===== src/rtl/mux21_2b_rr_sched_if.sv =====
// Producer/consumer bundle for the round-robin scheduler: two push ports,
// one registered output port with valid/ready, plus FIFO status flags.
interface mux21_2b_rr_sched_if #(
    parameter int BW = 2
);
    // Push side: inX_valid is a strobe with no ready; a push into a full FIFO
    // is dropped and flagged on ovfX. Output side: a word transfers on every
    // posedge where out_valid && out_ready; while out_valid && !out_ready,
    // out_data/out_src/out_valid are held stable.
    logic [BW-1:0] in0;
    logic          in0_valid;
    logic [BW-1:0] in1;
    logic          in1_valid;
    logic          out_ready;
    logic [BW-1:0] out_data;
    logic          out_valid;
    logic          out_src;
    logic          fifo0_full;
    logic          fifo1_full;
    logic          fifo0_empty;
    logic          fifo1_empty;
    logic          ovf0;
    logic          ovf1;

    modport master (
        output in0, in0_valid, in1, in1_valid, out_ready,
        input  out_data, out_valid, out_src,
               fifo0_full, fifo1_full, fifo0_empty, fifo1_empty, ovf0, ovf1
    );

    modport slave (
        input  in0, in0_valid, in1, in1_valid, out_ready,
        output out_data, out_valid, out_src,
               fifo0_full, fifo1_full, fifo0_empty, fifo1_empty, ovf0, ovf1
    );
endinterface


===== src/rtl/mux21_2b_rr_sched.sv =====
// Two input FIFOs feeding one registered output stage; a round-robin grant
// drives the 2:1 select so both requesters share the output fairly.
module mux21_2b_rr_sched #(
    parameter int BW    = 2,
    parameter int DEPTH = 4,
    parameter int AW    = 2
) (
    input logic               clk,
    input logic               reset,
    mux21_2b_rr_sched_if.slave bus
);
    localparam logic [AW:0] FULL_CNT = (AW + 1)'(DEPTH);

    logic [BW-1:0] mem0 [DEPTH];
    logic [BW-1:0] mem1 [DEPTH];
    logic [AW-1:0] wr0, rd0, wr1, rd1;
    logic [AW:0]   cnt0, cnt1;
    logic          last_grant;
    logic [BW-1:0] out_data_q;
    logic          out_valid_q;
    logic          out_src_q;
    logic          ovf0_q, ovf1_q;

    logic          full0, full1, empty0, empty1;
    logic          push0, push1, pop0, pop1;
    logic          stage_free;
    logic          grant_vld, grant;
    logic [BW-1:0] head;

    assign full0      = (cnt0 == FULL_CNT);
    assign full1      = (cnt1 == FULL_CNT);
    assign empty0     = (cnt0 == '0);
    assign empty1     = (cnt1 == '0);
    assign push0      = bus.in0_valid && !full0;
    assign push1      = bus.in1_valid && !full1;
    assign stage_free = !out_valid_q || bus.out_ready;

    always_comb begin
        grant_vld = 1'b0;
        grant     = 1'b0;
        if (stage_free) begin
            if (!empty0 && !empty1) begin
                grant_vld = 1'b1;
                grant     = ~last_grant;
            end else if (!empty0) begin
                grant_vld = 1'b1;
                grant     = 1'b0;
            end else if (!empty1) begin
                grant_vld = 1'b1;
                grant     = 1'b1;
            end
        end
    end

    assign pop0 = grant_vld && !grant;
    assign pop1 = grant_vld && grant;
    // The shared 2:1 datapath: grant is the select.
    assign head = grant ? mem1[rd1] : mem0[rd0];

    // Storage needs no reset; pointers and counts define what is valid.
    always_ff @(posedge clk) begin
        if (!reset && push0) mem0[wr0] <= bus.in0;
        if (!reset && push1) mem1[wr1] <= bus.in1;
    end

    always_ff @(posedge clk) begin
        if (reset) begin
            wr0    <= '0;
            rd0    <= '0;
            cnt0   <= '0;
            wr1    <= '0;
            rd1    <= '0;
            cnt1   <= '0;
            ovf0_q <= 1'b0;
            ovf1_q <= 1'b0;
        end else begin
            if (push0) wr0 <= wr0 + AW'(1);
            if (pop0)  rd0 <= rd0 + AW'(1);
            if (push1) wr1 <= wr1 + AW'(1);
            if (pop1)  rd1 <= rd1 + AW'(1);
            cnt0 <= cnt0 + {{AW{1'b0}}, push0} - {{AW{1'b0}}, pop0};
            cnt1 <= cnt1 + {{AW{1'b0}}, push1} - {{AW{1'b0}}, pop1};
            if (bus.in0_valid && full0) ovf0_q <= 1'b1;
            if (bus.in1_valid && full1) ovf1_q <= 1'b1;
        end
    end

    // last_grant resets to 1 so in0 wins the first tie.
    always_ff @(posedge clk) begin
        if (reset) begin
            out_data_q  <= '0;
            out_valid_q <= 1'b0;
            out_src_q   <= 1'b0;
            last_grant  <= 1'b1;
        end else if (grant_vld) begin
            out_data_q  <= head;
            out_src_q   <= grant;
            out_valid_q <= 1'b1;
            last_grant  <= grant;
        end else if (stage_free) begin
            out_valid_q <= 1'b0;
        end
    end

    assign bus.out_data    = out_data_q;
    assign bus.out_valid   = out_valid_q;
    assign bus.out_src     = out_src_q;
    assign bus.fifo0_full  = full0;
    assign bus.fifo1_full  = full1;
    assign bus.fifo0_empty = empty0;
    assign bus.fifo1_empty = empty1;
    assign bus.ovf0        = ovf0_q;
    assign bus.ovf1        = ovf1_q;
endmodule


===== src/flat_wrapper.sv =====
// flat-port wrapper written by rule: the top's interface ports become plain ports
module mux21_2b_rr_sched_flat 
#(
    parameter int BW    = 2,
    parameter int DEPTH = 4,
    parameter int AW    = 2
)
  (clk, reset, bus_in0, bus_in0_valid, bus_in1, bus_in1_valid, bus_out_ready, bus_out_data, bus_out_valid, bus_out_src, bus_fifo0_full, bus_fifo1_full, bus_fifo0_empty, bus_fifo1_empty, bus_ovf0, bus_ovf1);
  mux21_2b_rr_sched_if #(.BW(BW)) bus_i ();
  input logic clk;
  input logic reset;
  input wire logic [$bits(bus_i.in0)-1:0] bus_in0;
  input wire logic [$bits(bus_i.in0_valid)-1:0] bus_in0_valid;
  input wire logic [$bits(bus_i.in1)-1:0] bus_in1;
  input wire logic [$bits(bus_i.in1_valid)-1:0] bus_in1_valid;
  input wire logic [$bits(bus_i.out_ready)-1:0] bus_out_ready;
  output wire logic [$bits(bus_i.out_data)-1:0] bus_out_data;
  output wire logic [$bits(bus_i.out_valid)-1:0] bus_out_valid;
  output wire logic [$bits(bus_i.out_src)-1:0] bus_out_src;
  output wire logic [$bits(bus_i.fifo0_full)-1:0] bus_fifo0_full;
  output wire logic [$bits(bus_i.fifo1_full)-1:0] bus_fifo1_full;
  output wire logic [$bits(bus_i.fifo0_empty)-1:0] bus_fifo0_empty;
  output wire logic [$bits(bus_i.fifo1_empty)-1:0] bus_fifo1_empty;
  output wire logic [$bits(bus_i.ovf0)-1:0] bus_ovf0;
  output wire logic [$bits(bus_i.ovf1)-1:0] bus_ovf1;
  assign bus_i.in0 = bus_in0;
  assign bus_i.in0_valid = bus_in0_valid;
  assign bus_i.in1 = bus_in1;
  assign bus_i.in1_valid = bus_in1_valid;
  assign bus_i.out_ready = bus_out_ready;
  assign bus_out_data = bus_i.out_data;
  assign bus_out_valid = bus_i.out_valid;
  assign bus_out_src = bus_i.out_src;
  assign bus_fifo0_full = bus_i.fifo0_full;
  assign bus_fifo1_full = bus_i.fifo1_full;
  assign bus_fifo0_empty = bus_i.fifo0_empty;
  assign bus_fifo1_empty = bus_i.fifo1_empty;
  assign bus_ovf0 = bus_i.ovf0;
  assign bus_ovf1 = bus_i.ovf1;
  mux21_2b_rr_sched #(.BW(BW), .DEPTH(DEPTH), .AW(AW)) u_core (.clk(clk), .reset(reset), .bus(bus_i));
endmodule

===== config.mk =====
export PLATFORM = sky130hd
export DESIGN_NAME = mux21_2b_rr_sched_flat
export DESIGN_NICKNAME = d
export VERILOG_FILES = /design/src/rtl/mux21_2b_rr_sched_if.sv /design/src/rtl/mux21_2b_rr_sched.sv /design/src/flat_wrapper.sv
export SDC_FILE = /design/constraint.sdc
export NUM_CORES = 1
export LEC_CHECK = 0
export CAP_MARGIN = 20
export CORE_MARGIN = 4
export CORE_UTILIZATION = 40
export CTS_BUF_LIST = sky130_fd_sc_hd__clkbuf_4
export CTS_CLUSTER_SIZE = 24
export DETAILED_ROUTE_END_ITERATION = 7
export HOLD_SLACK_MARGIN = 0.12
export PLACE_DENSITY = 0.66
export SETUP_SLACK_MARGIN = 0.5
export SLEW_MARGIN = 20
export SYNTH_ARGS = -nofsm -noshare
export SYNTH_HDL_FRONTEND = slang
export SYNTH_SLANG_ARGS = --single-unit

===== constraint.sdc =====
create_clock -name clk -period 2 [get_ports clk]
set_input_delay 0.2 -clock clk [delete_from_list [all_inputs] [get_ports clk]]
set_output_delay 0.2 -clock clk [all_outputs]
set_load 0.05 [all_outputs]

==> results of run 1 <==
==> critical path, stage by stage (launching register included) <==
cell and delay (ns):
dfxtp_2 0.34, or3_4 0.39, o211a_4 0.16, ha_4 0.26, inv_2 0.04, ha_4 0.14, fa_2 0.35, xnor2_2 0.16
xnor2_1 0.13, nor2_1 0.05
==> final cells by class <==
class / count / area share
Sequential cell: 41 / 0.4033
Clock buffer: 5 / 0.01518
Inverter: 19 / 0.03593
Clock inverter: 3 / 0.01670
Tap cell: 52 / 0.02632
Multi-Input combinational cell: 86 / 0.3517
Timing Repair Buffer: 40 / 0.1508
==> registers in the layout, summed over array words and instances, names as in the netlist, named ones only <==
name and count:
u_core.wr1 2, u_core.rd1 2, u_core.bus.out_src 1, u_core.cnt1 3, u_core.rd0 2, u_core.mem1 8, u_core.mem0 8, u_core.bus.ovf0 1
u_core.wr0 2, u_core.bus.out_data 2, u_core.bus.ovf1 1, u_core.cnt0 3, u_core.last_grant 1, u_core.bus.out_valid 1
==> through the flow <==
stage / utilization / hold slack, ns / std cells / power (mW) / cell area [sq um]
3_3_place_gp: 0.5279 / 0.4542 / 232 / 3.119 / 2298
6_report: 0.5678 / 0.4854 / 246 / 3.901 / 2472
5_1_grt: 0.5678 / 0.4675 / 246 / 4.193 / 2472
4_1_cts: 0.5575 / 0.4720 / 242 / 3.851 / 2427
3_5_place_dp: 0.5279 / 0.4624 / 232 / 3.211 / 2298
2_1_floorplan: - / 0.2619 / 148 / 2.625 / 1951
==> synth_stat cells (all sizes together) <==
master / instances
inv: 18
dfxtp: 25
nor3: 1
clkinv: 1
nand2b: 2
edfxtp: 16
a211o: 1
o31ai: 1
xnor2: 7
or2b: 1
mux4: 4
fa: 2
ha: 12
a31oi: 1
o211a: 1
nor2: 14
and2: 8
a21oi: 5
mux2i: 2
clkbuf: 2
or3: 3
nor3b: 2
xor2: 1
nand3: 1
a311oi: 2
nand2: 6
o21ai: 2
o2111ai: 1
nor2b: 6
==> power breakdown <==
group,internal [mW],total [mW],switching [mW]
sequential,1.08,1.20,0.126
combinational,1.11,2.18,1.07
clock,0.259,0.517,0.258
total,2.45,3.90,1.45
==> kinds of logic (layout without fill, tap and decap cells) <==
family	Yosys count	count (layout)	synth area share
flops	41	41	0.5448
xor+xnor	8	8	0.03892
simple gates	44	44	0.1376
buf+inv	21	67	0.04657
compound gates	14	14	0.06533
mux	6	6	0.06116
fa+ha+maj	14	14	0.1056
==> repair_timing <==
action	in CTS	in global routing
setup buffers	2	4
pin swaps	11	2
setup endpoints to repair	28	32
gates resized for setup	18	4
==> cell usage in the layout (no fill, tap or decap), drive strengths merged, types with 2 or more instances in the layout <==
cell and instances:
nand2b 2, clkbuf 5, mux2i 2, or3 3, a21oi 5, nor2b 6
clkdlybuf4s50 8, and2 8, nor2 14, dfxtp 25, edfxtp 16, fa 2
ha 12, inv 18, o21ai 2, nor3b 2, dlygate4sd2 6, nand2 6
xnor2 7, a311oi 2, buf 26, clkinv 2, mux4 4
==> layer usage <==
| metal | global-route usage | part of all wire | vias up | routed length, microns |
|---|---|---|---|---|
| met5 | 0 | 0 | - | 0 |
| met4 | 0.04150 | 0.014 | 0 | 43 |
| met3 | 0.05073 | 0.044 | 5 | 134 |
| met2 | 0.1905 | 0.48 | 19 | 1449 |
| met1 | 0.1515 | 0.46 | 546 | 1404 |
| li1 | - | - | 582 | - |
==> worst paths after layout <==
check | start | to | slack, ns | cells past startpoint
max | u_core.cnt0[0] | u_core.cnt0[2] | -0.12 | 9
min | u_core.bus.ovf1 | u_core.bus.ovf1 | 0.49 | 2
max reg2reg | u_core.cnt0[0] | u_core.cnt0[2] | -0.12 | 9
min reg2reg | u_core.bus.ovf1 | u_core.bus.ovf1 | 0.49 | 2
==> metrics, run 1 <==
status=complete, but fails checks; failing checks=negative setup slack; max-cap viol count=0; register area=997.2 sq um; Detailed Route Iter0 Violations=34; Yosys cell types=33; post-synth top area share=0.2780; Ant. Diodes=0; area of the multi-input gates=between 800 and 900 sq um; Synth area leaders=dfxtp_1 28%, edfxtp_1 27%, ha_1 8.3%; global-route wire length before repair=between 5 and 6 mm; DP Worst Slack=-0.3436 ns; skew final=0.007644 ns; Clock Pin Slew Worst Setup and Hold Paths=0.12 ns; Post-Syn Area=1800 sq um; hpwl dp=~2.4 mm; RSZ-0062 raised after global routing=true; Core ar.=~4400 sq um; Max H-tree Level=2; worst-skew pair later-pin latency=between 0.3 and 0.4 ns; I/O pins=19; cell area power density=1578 nW/um^2; Area growth syn-to-layout=37.32%; Synth Net Count=around 170; DR WL/cell=between 10 and 15 microns; Synth Register Bits=41; crit end category=flop; Hold Path Class=reg2reg; Overall Global Routing Usage=0.1216; antenna violations before repair=0; Vias/cell=between 4 and 5; Seq/Total Area, Yosys=0.5448; Worst EP required=about 2.2 ns; root buffer cell=clkbuf_4; CP max FO=2; drt first pass iters=4; Layout Nets=~220; CTS tree=done; GRT Residual Overflow=0; fill cell count=345; Avg Synthesized Cell Area=around 12 sq um; die width=75.09 microns; max-slew violation count=0; Synth Warn #=0; CTS Buffer Depth=2; total CTS buffers=5; final setup fails=4; Tcrit/Tclk final=1.060; Arr. time, crit path=2.36 ns; Worst VDD drop=~0.00074 V; Worst-Margin Slew=about 0.49 ns; height of the die=approximately 75 microns; GPL Wtd Cong=roughly 0.74; largest net degree at the start of global routing=22; setup TNS=-0.2419 ns; final worst setup slack=-0.1201 ns; CTS Hold Bufs=0; via count=1,152; vias in the first global route=around 1,200; Min Clock Period, post-route=2.120 ns; row count=24; IO buf count=18; CTS Sinks=~40; DRT antenna net count=0; Slew HR=0.6752; Leak=between 0.9 and 1 nW; Post-Route WL=approximately 3.0 mm; crit path launch type=flop; crit path kind=reg2reg; fmax=approximately 470 MHz; area leader, netlist=dfxtp_1; Remaining DRCs=0; final hold violations=0; overall die area=5639 sq um; Synth Instances=about 150; Starting Density=0.4135; share of cells above drive strength 1=0.3814
Power figures use the tool's default switching activity.
==> inputs of run 2 (changes only) <==
--- a/config.mk
+++ b/config.mk
@@ -6,13 +6,13 @@
 export NUM_CORES = 1
 export LEC_CHECK = 0
 export CAP_MARGIN = 20
-export CORE_MARGIN = 4
+export CORE_MARGIN = 3
 export CORE_UTILIZATION = 40
 export CTS_BUF_LIST = sky130_fd_sc_hd__clkbuf_4
 export CTS_CLUSTER_SIZE = 24
 export DETAILED_ROUTE_END_ITERATION = 7
 export HOLD_SLACK_MARGIN = 0.12
-export PLACE_DENSITY = 0.66
+export PLACE_DENSITY_LB_ADDON = 0.3
 export SETUP_SLACK_MARGIN = 0.5
 export SLEW_MARGIN = 20
 export SYNTH_ARGS = -nofsm -noshare
==> run 2 against run 1 <==
Compared with the run above:
- the run still ends with negative setup slack left
- setup slack worse by 0.065 ns
- cell count grew 2.0%
- hold slack worse by 0.0059 ns
- die area decreased by 5.3%
- critical endpoint is now u_core.cnt1[2]
==> metrics, run 2 (same netlist as run 1, synthesis figures left out) <==
CTS Buffer Depth=2 (unchanged); Leak=1.076 nW (was 0.9954 nW); slowest stage delay, CP=0.44 ns (was 0.39 ns); crit path kind=reg2reg (unchanged); Comb pwr share=0.574 (was 0.559); final worst setup slack=-0.1852 ns (was -0.1201 ns); biggest registers after layout=u_core.mem0: 8 flops, u_core.mem1: 8 flops (unchanged); setup TNS=-0.7221 ns (was -0.2419 ns); Worst VDD drop=0.0008091 V (was 0.0007429 V); area of the multi-input gates=932.1 sq um (was 869.6 sq um); IO buf count=18 (unchanged); Remaining DRCs=0 (unchanged); cell area power density=1670 nW/um^2 (was 1578 nW/um^2); CTS Hold Bufs=0 (unchanged); Max H-tree Level=2 (unchanged); failing checks=negative setup slack (unchanged); max-cap viol count=0 (unchanged); Worst-Margin Slew=0.5033 ns (was 0.4891 ns); Vias/cell=4.765 (was 4.683); Clock Pin Slew Worst Setup and Hold Paths=0.12 ns (about the same); DR WL/cell=13.64 microns (was 12.32 microns); GRT Residual Overflow=0 (unchanged); Overall Global Routing Usage=0.1453 (was 0.1216); height of the die=73.09 microns (was 75.09 microns); Slew HR=0.6658 (was 0.6752); overall die area=5342 sq um (was 5639 sq um); Arr. time, crit path=2.43 ns (was 2.36 ns); share of cells above drive strength 1=0.4527 (was 0.3814); row count=23 (was 24); status=complete, but fails checks (unchanged); max-slew violation count=0 (unchanged); die width=73.09 microns (was 75.09 microns); worst-skew pair later-pin latency=0.35 ns (was 0.34 ns); final setup fails=6 (was 4); drt first pass iters=4 (unchanged); Min Clock Period, post-route=2.185 ns (was 2.120 ns); crit end category=flop (unchanged); switching share of power=0.3581 (was 0.3715); CP most frequent cell=ha_4 (unchanged); vias in the first global route=1,280 (was 1,170); Tcrit/Tclk final=1.093 (was 1.060); CTS tree=done (unchanged); Post-Route WL=3.424 mm (was 3.031 mm); fmax=457.6 MHz (was 471.7 MHz); commonest non-fill, non-tap cell in the layout=dfxtp_1 (unchanged); hpwl dp=2.523 mm (was 2.396 mm); RSZ-0062 raised after global routing=true (unchanged); Flop pwr share=0.278 (was 0.309); via count=1,196 (was 1,152); I/O pins=19 (unchanged); NetSw=1.577 mW (was 1.449 mW); DRT antenna net count=0 (unchanged); clock network fraction of total power=0.148 (was 0.132); Core ar.=4173 sq um (was 4354 sq um); register area=999.7 sq um (was 997.2 sq um); Internal Power=2.827 mW (was 2.452 mW); crit path launch type=flop (unchanged); Hold Path Class=reg2reg (unchanged); antenna violations before repair=0 (unchanged); CTS Sinks=41 (unchanged); Layout Nets=223 (was 216); CP cell instances=or3_4 -> nand3_4 -> inv_4 -> ha_4 -> inv_2 -> ha_4 -> fa_2 -> xnor2_2 -> xnor2_1 -> nor2_1 (was or3_4 -> o211a_4 -> ha_4 -> inv_2 -> ha_4 -> fa_2 -> xnor2_2 -> xnor2_1 -> nor2_1); fill cell count=330 (was 345); Detailed Route Iter0 Violations=80 (was 34); largest net degree at the start of global routing=18 (was 22); root buffer cell=clkbuf_4 (unchanged); skew final=0.007639 ns (was 0.007644 ns); Worst EP required=2.25 ns (was 2.24 ns); final hold violations=0 (unchanged); Area growth syn-to-layout=46.49% (was 37.32%); global-route wire length before repair=5.844 mm (was 5.119 mm); most frequent cells in the layout=18 x dfxtp_1, 16 x buf_4, 16 x edfxtp_1 (unchanged); CP max FO=3 (was 2); CP max-delay cell=or3_4 (unchanged); Tot Pwr=4.405 mW (was 3.901 mW); Ant. Diodes=0 (unchanged); Starting Density=0.4315 (was 0.4135); total CTS buffers=5 (unchanged); GPL Wtd Cong=0.7338 (was 0.7392)
## run 2: repair_timing
| item | in CTS | in global routing |
|---|---|---|
| setup buffers | 7 | 4 |
| setup endpoints to repair | 19 | 35 |
| resized for setup | 28 | 16 |
| pin swaps | 17 | 1 |
## run 2: metal layers
| metal | part of all wire | vias to the layer above | track usage |
|---|---|---|---|
| met4 | 0.017 | 0 | 0.04918 |
| met1 | 0.41 | 571 | 0.1751 |
| met5 | 0 | - | 0 |
| met2 | 0.54 | 17 | 0.2493 |
| li1 | - | 602 | - |
| met3 | 0.034 | 6 | 0.03857 |
## run 2: path summary, 6_finish.rpt
path / depth (start not counted) / to / slack (ns) / from
setup reg to reg: 10 / u_core.cnt1[2] / -0.19 / u_core.cnt1[2]
hold reg to reg: 2 / u_core.bus.ovf1 / 0.48 / u_core.bus.ovf1
setup / recovery: 10 / u_core.cnt1[2] / -0.19 / u_core.cnt1[2]
hold / removal: 2 / u_core.bus.ovf1 / 0.48 / u_core.bus.ovf1
## run 2: critical path: cells and delay by family (launching register included)
| kind | cells | cell delay [ns] |
|---|---|---|
| buf+inv | 2 | 0.07 |
| fa+ha+maj | 3 | 0.74 |
| xor+xnor | 2 | 0.31 |
| flops | 1 | 0.34 |
| simple gates | 3 | 0.60 |
## run 2: cell type report
type | count | area share
inverter | 19 | 0.03368
clock inverter | 3 | 0.02467
clock buffer | 5 | 0.01423
timing repair buffer | 47 | 0.1713
multi-input combinational | 86 | 0.3534
tap | 50 | 0.02372
sequential | 41 | 0.3790
## run 2: power groups by stage
stage	logic [mW]	registers, mW	clock network, mW
floorplan	1.26	1.36	0
global placement	1.94	1.21	0
detailed placement	2.00	1.23	0
CTS	2.31	1.22	0.671
global route	2.74	1.25	0.708
finish	2.53	1.23	0.651
## run 2: per-stage QoR
stage               cells  cell area (sq um)  hold slack, ns  setup slack (ns)    util
finish                251               2638          0.4795           -0.1852  0.6321
global route          251               2638          0.4881           -0.2845  0.6321
CTS                   247               2541          0.4796           -0.1548  0.6090
detailed placement    232               2311          0.4615           -0.3483  0.5538
global placement      232               2311          0.4512           -0.2927  0.5538
floorplan             148               1951          0.2619           -0.2104       -
